## src/rtl/vliw_pkg.sv

```systemverilog
// Shared definitions for the VLIW memory-port arbiter: FSM encoding,
// default fetch bundle size and the encoding of the round-robin priority bit.
package vliw_pkg;

  localparam int IF_BEATS_DEFAULT = 4;

  typedef enum logic [1:0] {
    IDLE,
    LSU_ACC,
    IF_BURST,
    IF_DRAIN
  } arb_state_t;

  localparam logic PRIO_LSU = 1'b0;
  localparam logic PRIO_IF  = 1'b1;

endpackage

```

## src/rtl/mem_port_arbiter.sv

```systemverilog
// Arbitrates one single-port memory between instruction fetch (multi-beat
// bundle bursts) and the LSU (single-word accesses), alternating on contention.
module mem_port_arbiter
  import vliw_pkg::*;
#(
  parameter int IF_BEATS = IF_BEATS_DEFAULT,
  parameter int ADDR_W   = 32
) (
  input  logic                   clk,
  input  logic                   rst,
  input  logic                   if_req,
  input  logic [ADDR_W-1:0]      if_addr,
  output logic                   if_valid,
  output logic [32*IF_BEATS-1:0] if_bundle,
  input  logic                   branch_squash,
  input  logic                   lsu_req,
  input  logic                   lsu_we,
  input  logic [ADDR_W-1:0]      lsu_addr,
  input  logic [31:0]            lsu_wdata,
  output logic                   lsu_valid,
  output logic [31:0]            lsu_rdata,
  output logic                   mem_req,
  output logic                   mem_we,
  output logic [ADDR_W-1:0]      mem_addr,
  output logic [31:0]            mem_wdata,
  input  logic                   mem_ack,
  input  logic [31:0]            mem_rdata,
  output logic                   stall_out
);

  localparam int BEAT_W = 2;

  arb_state_t            state_q;
  logic [BEAT_W-1:0]     beat_q;
  logic                  prio_q;
  logic                  if_valid_q;
  logic                  lsu_valid_q;
  logic [32*IF_BEATS-1:0] if_bundle_q;
  logic [31:0]           lsu_rdata_q;

  logic ifAct;
  logic lsuAct;
  logic grantLsu;
  logic grantIf;
  logic serveLsu;
  logic serveIf;
  logic lastBeat;
  logic unusedAddrBits;

  // A requester whose completion pulse is showing this cycle is not re-granted,
  // so a request still held during its own valid cycle cannot restart.
  always_comb begin
    ifAct    = if_req & ~if_valid_q & ~branch_squash;
    lsuAct   = lsu_req & ~lsu_valid_q;
    grantLsu = 1'b0;
    grantIf  = 1'b0;
    if (state_q == IDLE && !rst) begin
      grantLsu = lsuAct & (~ifAct | (prio_q == PRIO_LSU));
      grantIf  = ifAct & ~grantLsu;
    end
    serveLsu = grantLsu | (state_q == LSU_ACC);
    serveIf  = grantIf | (state_q == IF_BURST) | (state_q == IF_DRAIN);
    lastBeat = (beat_q == BEAT_W'(IF_BEATS - 1));

    mem_req   = 1'b0;
    mem_we    = 1'b0;
    mem_addr  = '0;
    mem_wdata = '0;
    if (serveLsu) begin
      mem_req   = 1'b1;
      mem_we    = lsu_we;
      mem_addr  = lsu_addr;
      mem_wdata = lsu_wdata;
    end else if (serveIf) begin
      mem_req  = 1'b1;
      mem_addr = {if_addr[ADDR_W-1:4], beat_q, 2'b00};
    end
  end

  assign unusedAddrBits = ^if_addr[3:0];

  // The grant cycle in IDLE is already the first memory cycle, so an ack
  // there completes a beat exactly as it would in LSU_ACC/IF_BURST.
  always_ff @(posedge clk or posedge rst) begin
    if (rst) begin
      state_q     <= IDLE;
      beat_q      <= '0;
      prio_q      <= PRIO_LSU;
      if_valid_q  <= 1'b0;
      lsu_valid_q <= 1'b0;
      if_bundle_q <= '0;
      lsu_rdata_q <= '0;
    end else begin
      if_valid_q  <= 1'b0;
      lsu_valid_q <= 1'b0;
      if (serveLsu) begin
        if (mem_ack) begin
          lsu_rdata_q <= mem_rdata;
          lsu_valid_q <= 1'b1;
          prio_q      <= PRIO_IF;
          state_q     <= IDLE;
        end else begin
          state_q <= LSU_ACC;
        end
      end else if (serveIf) begin
        if (mem_ack) begin
          if (state_q != IF_DRAIN && !branch_squash) begin
            if_bundle_q[32*int'(beat_q) +: 32] <= mem_rdata;
          end
          if (lastBeat || branch_squash || state_q == IF_DRAIN) begin
            state_q    <= IDLE;
            beat_q     <= '0;
            prio_q     <= PRIO_LSU;
            if_valid_q <= lastBeat & ~branch_squash & (state_q != IF_DRAIN);
          end else begin
            beat_q  <= beat_q + 2'd1;
            state_q <= IF_BURST;
          end
        end else begin
          state_q <= (branch_squash || state_q == IF_DRAIN) ? IF_DRAIN : IF_BURST;
        end
      end
    end
  end

  assign if_valid  = if_valid_q;
  assign lsu_valid = lsu_valid_q;
  assign if_bundle = if_bundle_q;
  assign lsu_rdata = lsu_rdata_q;
  assign stall_out = (if_req & ~if_valid_q) | (lsu_req & ~lsu_valid_q);

endmodule

```

## config.mk

```make
export PLATFORM = sky130hd
export DESIGN_NAME = mem_port_arbiter
export DESIGN_NICKNAME = d
export VERILOG_FILES = /design/src/rtl/vliw_pkg.sv /design/src/rtl/mem_port_arbiter.sv
export SDC_FILE = /design/constraint.sdc
export NUM_CORES = 1
export LEC_CHECK = 0
export BUFFER_PORTS_ARGS = -buffer_cell sky130_fd_sc_hd__clkbuf_2
export CAP_MARGIN = 25
export CORE_AREA = 2 2 140 142
export CTS_CLUSTER_DIAMETER = 30
export DETAILED_ROUTE_END_ITERATION = 6
export DIE_AREA = 0 0 142 144
export GPL_TIMING_DRIVEN = 0
export PLACE_DENSITY = 0.8
export SYNTH_ARGS = -nofsm -noshare
export SYNTH_HDL_FRONTEND = slang
export SYNTH_SLANG_ARGS = --single-unit
```

## constraint.sdc

```tcl
create_clock -name clk -period 5.81 [get_ports clk]
set_input_delay 0.2905 -clock clk [delete_from_list [all_inputs] [get_ports clk]]
set_output_delay 0.2905 -clock clk [all_outputs]
set_load 0.05 [all_outputs]
```

==> results of run 1 <==
-- worst max-delay path: stages --
cell	delay, ns
sky130_fd_sc_hd__dlygate4sd3_1	0.54
sky130_fd_sc_hd__clkbuf_2	0.17
sky130_fd_sc_hd__o41ai_2	0.64
sky130_fd_sc_hd__buf_2	0.33
sky130_fd_sc_hd__buf_2	0.31
sky130_fd_sc_hd__a22o_1	0.33
sky130_fd_sc_hd__clkbuf_2	0.32
-- cell usage in the layout, fill, tap and decap left out, drive strengths merged, types with 2 or more instances in the layout --
cell type and instances:
clkbuf 394, dfrtp 167, inv 141, nand2 135, mux2i 129, and2 36, mux2 33, a22o 28
buf 21, clkinv 9, o21ai 6, diode 5, ha 5, nor3b 4, nand4 4, nand2b 2
nor2 2, a21oi 2, nor3 2
-- sequential cells by signal, summed over array words and instances (netlist names) --
register and cells:
if_bundle 128, if_valid 1, lsu_valid 1, beat_q 2, lsu_rdata 32, state_q 2
prio_q 1
-- cells by family after synthesis --
kind of cell	count (synthesis)	synth area share
muxes	162	0.213
DFF	167	0.535
and+or+nand+nor	187	0.111
buffers and inverters	174	0.0921
adders and majority gates	5	0.00801
AOI/OAI and AO/OA	40	0.0415
-- through the flow --
step / hold slack, ns / instances / util / cell area, µm² / total power [mW]
final: 0.139 / 1370 / 0.553 / 10500 / 7.49
after floorplan: 0.422 / 735 / - / 7810 / 5.25
after global placement: 0.474 / 1331 / 0.519 / 9900 / 6.32
after global routing: 0.128 / 1370 / 0.553 / 10500 / 7.84
after detailed placement: 0.412 / 1332 / 0.521 / 9940 / 6.40
after CTS: 0.118 / 1365 / 0.552 / 10500 / 7.53
-- metal layers --
metal	up-vias	wire, µm	global-route usage	part of all wire
met5	-	0	0	0
met1	3219	11200	0.316	0.41
met4	0	1080	0.133	0.040
met3	52	1540	0.0573	0.057
li1	3096	-	-	-
met2	235	13200	0.435	0.49
-- area by class of cell --
cell class,instances,area (µm²),area share
tap,238,298,0.0282
sequential,167,4180,0.396
clock buffer,17,425,0.0403
multi-input combinational,394,2910,0.276
clock inverter,15,160,0.0152
antenna,5,12.5,0.00119
timing repair buffer,360,1830,0.173
inverter,135,514,0.0488
buffer,39,213,0.0202
-- power groups by stage --
stage | logic [mW] | clock network [mW] | registers, mW
floorplan | 1.22 | 0 | 4.03
global placement | 4.28 | 0 | 2.04
detailed placement | 4.34 | 0 | 2.06
CTS | 4.35 | 1.13 | 2.05
global route | 4.54 | 1.18 | 2.12
finish | 4.32 | 1.12 | 2.06
-- worst max path at each step --
stage | from | end | slack [ns] | cells past startpoint
6_report | rst | mem_addr[24] | 2.58 | 7
5_1_grt | rst | mem_addr[22] | 2.54 | 7
4_1_cts | rst | mem_addr[24] | 2.65 | 7
3_5_place_dp | beat_q[0] | if_bundle[45] | 3.16 | 6
3_3_place_gp | rst | lsu_rdata[27] | -1.04 | 2
2_1_floorplan | rst | beat_q[0] | 1.00 | 1
-- repair_timing --
item / 4_1_cts / 5_1_grt
hold buffers: 1 / 0
endpoints found under the hold margin: 71 / 0
gates resized for setup: 0 / 0
==> results by group, run 1 <==
Place
  – DPL Wire Length: 20.8 mm
  – Worst Setup Slack post-DPL: approximately 3.2 ns
  – I/O Buffers: ~360
  – Last weighted congestion value of the routability-driven placer: 0.974

Power and ir drop
  – Static leakage power: 6.44 nW
  – Relative contribution of combinational cells to total power: 0.577
  – Int Power: 3.23 mW
  – Switching share of total power: 0.569
  – Power Density: a little over 700 mW/mm²
  – Sequential share of power: 0.274
  – Fraction of power consumed by the clock network: 0.149
  – Peak supply drop: 0.354 mV
  – Power spent charging and discharging nets: about 4.3 mW

STA
  – Number of hold-slack violations in the final timing report: 0
  – Slew Limit Headroom: 0.413
  – Worst Tran Pin Value: 0.878 ns
  – Final period demand of the worst path: between 3 and 4 ns
  – Upper clock frequency limit: 0.310 GHz
  – Total negative slack: 0 ns
  – Pins Over Slew Limit: 0
  – Clock Skew: ~0.008 ns
  – Setup violators final: 0
  – Final setup margin: around 2.6 ns
  – Portion of the clock cycle consumed by the worst path in the final layout: 0.556
  – Unrepaired setup endpoints after global routing: no

Clock tree
  – Insertion delay of the later-clocked pin in the worst-skew pair: between 0.4 and 0.5 ns
  – Number of buffers between clock root and the deepest sink: 2
  – Num Clock Sinks: 167
  – H-tree depth reported by CTS: 4
  – Root cell of the clock tree: sky130_fd_sc_hd__clkbuf_16
  – Clock tree from TritonCTS: done
  – Cts bufs inserted: 17
  – Number of setup buffers added after CTS: 0
  – Worst-path clk slew: 0.07 ns

Yosys
  – Number of standard cells after synthesis: 735
  – Biggest area contributors in the synthesized netlist: sky130_fd_sc_hd__dfrtp_1 (53%), sky130_fd_sc_hd__mux2i_1 (17%), sky130_fd_sc_hd__inv_1 (6.5%)
  – Number of warnings issued by yosys: 0
  – Net count of the mapped netlist: 875
  – Flop and latch count out of synthesis: 167
  – Cell area after technology mapping: 0.00781 mm²
  – Top post-synthesis cells by count: sky130_fd_sc_hd__dfrtp_1 (167), sky130_fd_sc_hd__inv_1 (135), sky130_fd_sc_hd__nand2_1 (134)
  – Dominant cell type by area after synthesis: sky130_fd_sc_hd__dfrtp_1
  – EDFF count, synth: 0
  – Part of the Yosys area used for sequential elements: 0.535
  – Most frequently used cell type in the post-synthesis netlist: sky130_fd_sc_hd__dfrtp_1
  – Share of flip-flops with an asynchronous set or reset: 1.00
  – Per-instance average area after synthesis: 10.6 µm²
  – Number of distinct library cell variants in the gate-level netlist after synthesis: 27
  – Share of the synthesized area in the top cell type: 0.535
  – Top_reg_cell synth: sky130_fd_sc_hd__dfrtp_1

Worst hold path
  – Count of cells along the worst hold path: 3
  – Source of the worst hold timing path: mem_rdata[14]
  – End of the worst hold path: if_bundle[78]
  – Class of the tightest hold or removal check: input port to flip-flop

Finish
  – Area Overhead vs Synth: 35.0%
  – Nets: 1,254
  – Fraction of layout cells with a size suffix above 1: 0.375
  – Filler cell count: around 1,700

Die
  – Area enclosed by the die boundary: 0.0204 mm²
  – Top-level I/O count: roughly 360
  – Initial cell density of the core: 0.409
  – Count of standard-cell rows: 51
  – Core outline area: 0.0191 mm²
  – Height of the die: 144 µm
  – Chip Width: roughly 140 µm

Critical path
  – Required @ worst endpoint: 5.52 ns
  – Sort of element at the end of the critical path: primary output
  – Data arrival time at the worst-slack endpoint: 2.94 ns
  – R2R setup slack: between 3 and 4 ns
  – Worst Path Max Fanout: 10
  – Reg-to-Reg End: if_bundle[45]
  – Startpoint type of the worst setup path: input port
  – Reg2reg path depth: 6
  – Launching point of the worst reg2reg path: beat_q[0]
  – Setup CP Type: input port to primary output

Run status
  – Result of the run: finished, final reports clean

Route
  – Vias post-DR: ~6,600
  – First drt pass iteration count: 4
  – Routed length per placed instance: 19.7 µm
  – DRC violations left: 0
  – Detailed Route WL: around 27 mm
  – Post-DRT Antenna Nets: 0
  – Via density per instance: 4.82
  – Initial DRC Count: around 430

Global route
  – Combined global-route utilization of all metal layers: 0.259
  – Antenna violations before repair: 5
  – Total global routing overflow: 0
  – Wire length of the first global-routing pass: 38.9 mm
  – Maximum number of pins on one net before global-route repair: 97
  – Number of global-route vias before repair: 6,349

Job
  – Max Cap Violations: 0
No activity file was read; power rests on OpenSTA's default activity.
==> run 2: changes to the inputs <==
Settings changed: CORE_AREA 2 2 140 142 to 2 2 142 144, DIE_AREA 0 0 142 144 to 0 0 144 146, PLACE_DENSITY 0.8 to 0.81.
Clock period 5.81 ns to 2.6 ns, I/O delays scaled along.
==> run 2 against run 1 <==
Against the previous run: the run now ends with negative setup slack left; combinational power up 130%; via count up 2.9%; first-iteration DRC count down 25%; non-clock buffer count up 28; clock skew up 0.0084 ns; highest routed layer unchanged.
==> results by group, run 2 (synthesis gave the netlist of run 1 again) <==
STA
  – Portion of the clock cycle consumed by the worst path in the final layout: 1.03
  – Worst Tran Pin Value: 0.894 ns
  – Final period demand of the worst path: about 2.7 ns
  – Pins Over Slew Limit: 0
  – Upper clock frequency limit: ~0.37 GHz
  – Number of hold-slack violations in the final timing report: 0
  – Slew Limit Headroom: 0.399
  – Final setup margin: -0.0745 ns
  – Unrepaired setup endpoints after global routing: yes
  – Clock Skew: around 0.016 ns
  – Setup violators final: 19
  – Final Hold Slack: 0.0228 ns
  – Total negative slack: -0.406 ns

Route
  – Via density per instance: 4.78
  – Routed length per placed instance: 19.7 µm
  – Post-DRT Antenna Nets: 0
  – Initial DRC Count: approximately 320
  – First drt pass iteration count: 5
  – DRC violations left: 0
  – Detailed Route WL: 27.9 mm
  – Vias post-DR: 6,795

Critical path
  – Startpoint type of the worst setup path: flip-flop
  – Required @ worst endpoint: 2.95 ns
  – Reg2reg path depth: 6
  – R2R setup slack: -0.07 ns
  – Sort of element at the end of the critical path: flip-flop
  – Setup CP Type: flip-flop to flip-flop
  – Reg-to-Reg End: if_bundle[101]
  – Worst Path Max Fanout: 10
  – Data arrival time at the worst-slack endpoint: 3.02 ns
  – Launching point of the worst reg2reg path: beat_q[0]

Finish
  – Nets: between 1,000 and 1,500
  – Fraction of layout cells with a size suffix above 1: 0.376
  – Area Overhead vs Synth: 40.3%
  – Most frequent standard cell in the layout excluding fill and tap cells: sky130_fd_sc_hd__clkbuf_2
  – Filler cell count: 1,664
  – Fraction of the core area covered by cells at the end of the flow: 0.567
  – Most frequent cells in the layout: sky130_fd_sc_hd__clkbuf_2 (351), sky130_fd_sc_hd__dfrtp_1 (167), sky130_fd_sc_hd__inv_1 (134), sky130_fd_sc_hd__nand2_1 (134), sky130_fd_sc_hd__mux2i_1 (129)
  – Max reg flops: 128

Global route
  – Antenna violations before repair: 0
  – Total global routing overflow: 0
  – Number of global-route vias before repair: 6,849
  – Combined global-route utilization of all metal layers: 0.263
  – Wire length of the first global-routing pass: 40.7 mm
  – Met1 Resource Use GR: 0.311
  – Global-route track usage on met3: 0.0599
  – Met2 Track Usage GR: 0.453
  – Maximum number of pins on one net before global-route repair: 43
  – Most crowded layer after global routing: met2

Die
  – Initial cell density of the core: 0.404
  – Height of the die: 146 µm
  – Core outline area: ~0.019 mm²
  – Area enclosed by the die boundary: 0.0210 mm²
  – Count of standard-cell rows: 51
  – Top-level I/O count: 364
  – Chip Width: 144 µm

Run status
  – Result of the run: complete, but fails checks
  – Violated checks: negative setup slack

Power and ir drop
  – Relative contribution of combinational cells to total power: 0.580
  – Sequential share of power: 0.272
  – Int Power: 7.30 mW
  – Power Density: 1540 mW/mm²
  – Fraction of power consumed by the clock network: 0.148
  – Static leakage power: 6.60 nW
  – Peak supply drop: approximately 0.97 mV
  – Power spent charging and discharging nets: 9.59 mW
  – Power, Total: ~17 mW
  – Switching share of total power: 0.568

Clock tree
  – H-tree depth reported by CTS: 4
  – Insertion delay of the later-clocked pin in the worst-skew pair: 0.44 ns
  – Number of buffers between clock root and the deepest sink: 2
  – Cts bufs inserted: 17
  – Clock tree from TritonCTS: done
  – Worst-path clk slew: 0.07 ns
  – Root cell of the clock tree: sky130_fd_sc_hd__clkbuf_16
  – Num Clock Sinks: around 170

Place
  – Last weighted congestion value of the routability-driven placer: 0.907
  – Worst Setup Slack post-DPL: -0.0867 ns
  – DPL Wire Length: 21.0 mm
  – I/O Buffers: 358

Worst hold path
  – Source of the worst hold timing path: mem_rdata[26]
  – End of the worst hold path: if_bundle[90]
  – Count of cells along the worst hold path: 3
  – Class of the tightest hold or removal check: input port to flip-flop

Job
  – Max Cap Violations: 0
[run 2: worst max path at each step]
stage          cells after the start      start              to
3_5_place_dp                       6  beat_q[0]  if_bundle[102]
2_1_floorplan                      6   if_valid     mem_addr[2]
5_1_grt                            6  beat_q[0]   if_bundle[15]
4_1_cts                            6  beat_q[0]  if_bundle[104]
3_3_place_gp                       2        rst   if_bundle[13]
6_report                           6  beat_q[0]  if_bundle[101]
[run 2: through the flow]
stage | area (µm²) | cells
finish | 11000 | 1421
global route | 11000 | 1420
detailed placement | 10000 | 1362
CTS | 10900 | 1422
global placement | 9940 | 1358
floorplan | 7820 | 735
[run 2: area by class of cell]
cell class                 count  area [µm²]  area share
clock inverter                15         164      0.0150
inverter                     135         510      0.0466
timing repair buffer         390        2190       0.199
multi-input combinational    394        2940       0.268
sequential                   167        4180       0.381
buffer                        37         220      0.0201
clock buffer                  17         425      0.0388
tap                          265         332      0.0303
antenna                        1        2.50    0.000228
[run 2: layer usage]
| layer | part of all wire | routed length (µm) |
|---|---|---|
| met1 | 0.39 | 10900 |
| met2 | 0.50 | 14000 |
| met3 | 0.068 | 1910 |
| met4 | 0.042 | 1180 |
| met5 | 0 | 0 |
[run 2: worst max-delay path: stages, from the launching register on]
cell and delay, ns:
sky130_fd_sc_hd__dfrtp_1 0.46, sky130_fd_sc_hd__inv_1 0.17, sky130_fd_sc_hd__ha_1 0.38, sky130_fd_sc_hd__nor3_1 0.74, sky130_fd_sc_hd__clkbuf_1 0.52, sky130_fd_sc_hd__nand2_1 0.14
sky130_fd_sc_hd__mux2i_1 0.17
[run 2: timing repair]
action / CTS / global route
pin swaps: 1 / 0
setup endpoints to repair: 116 / 161
buffers inserted: 1 / 0
gates resized for setup: 18 / 12
hold endpoints to repair: 143 / 0
hold buffers: 27 / 0
gates cloned: 0 / 0
[run 2: power by group through the flow]
stage | logic (mW) | clock network (mW) | registers [mW]
global route | 10.3 | 2.63 | 4.76
detailed placement | 9.73 | 0 | 4.62
global placement | 9.57 | 0 | 4.56
finish | 9.80 | 2.49 | 4.60
CTS | 9.84 | 2.53 | 4.59
floorplan | 2.74 | 0 | 9.00
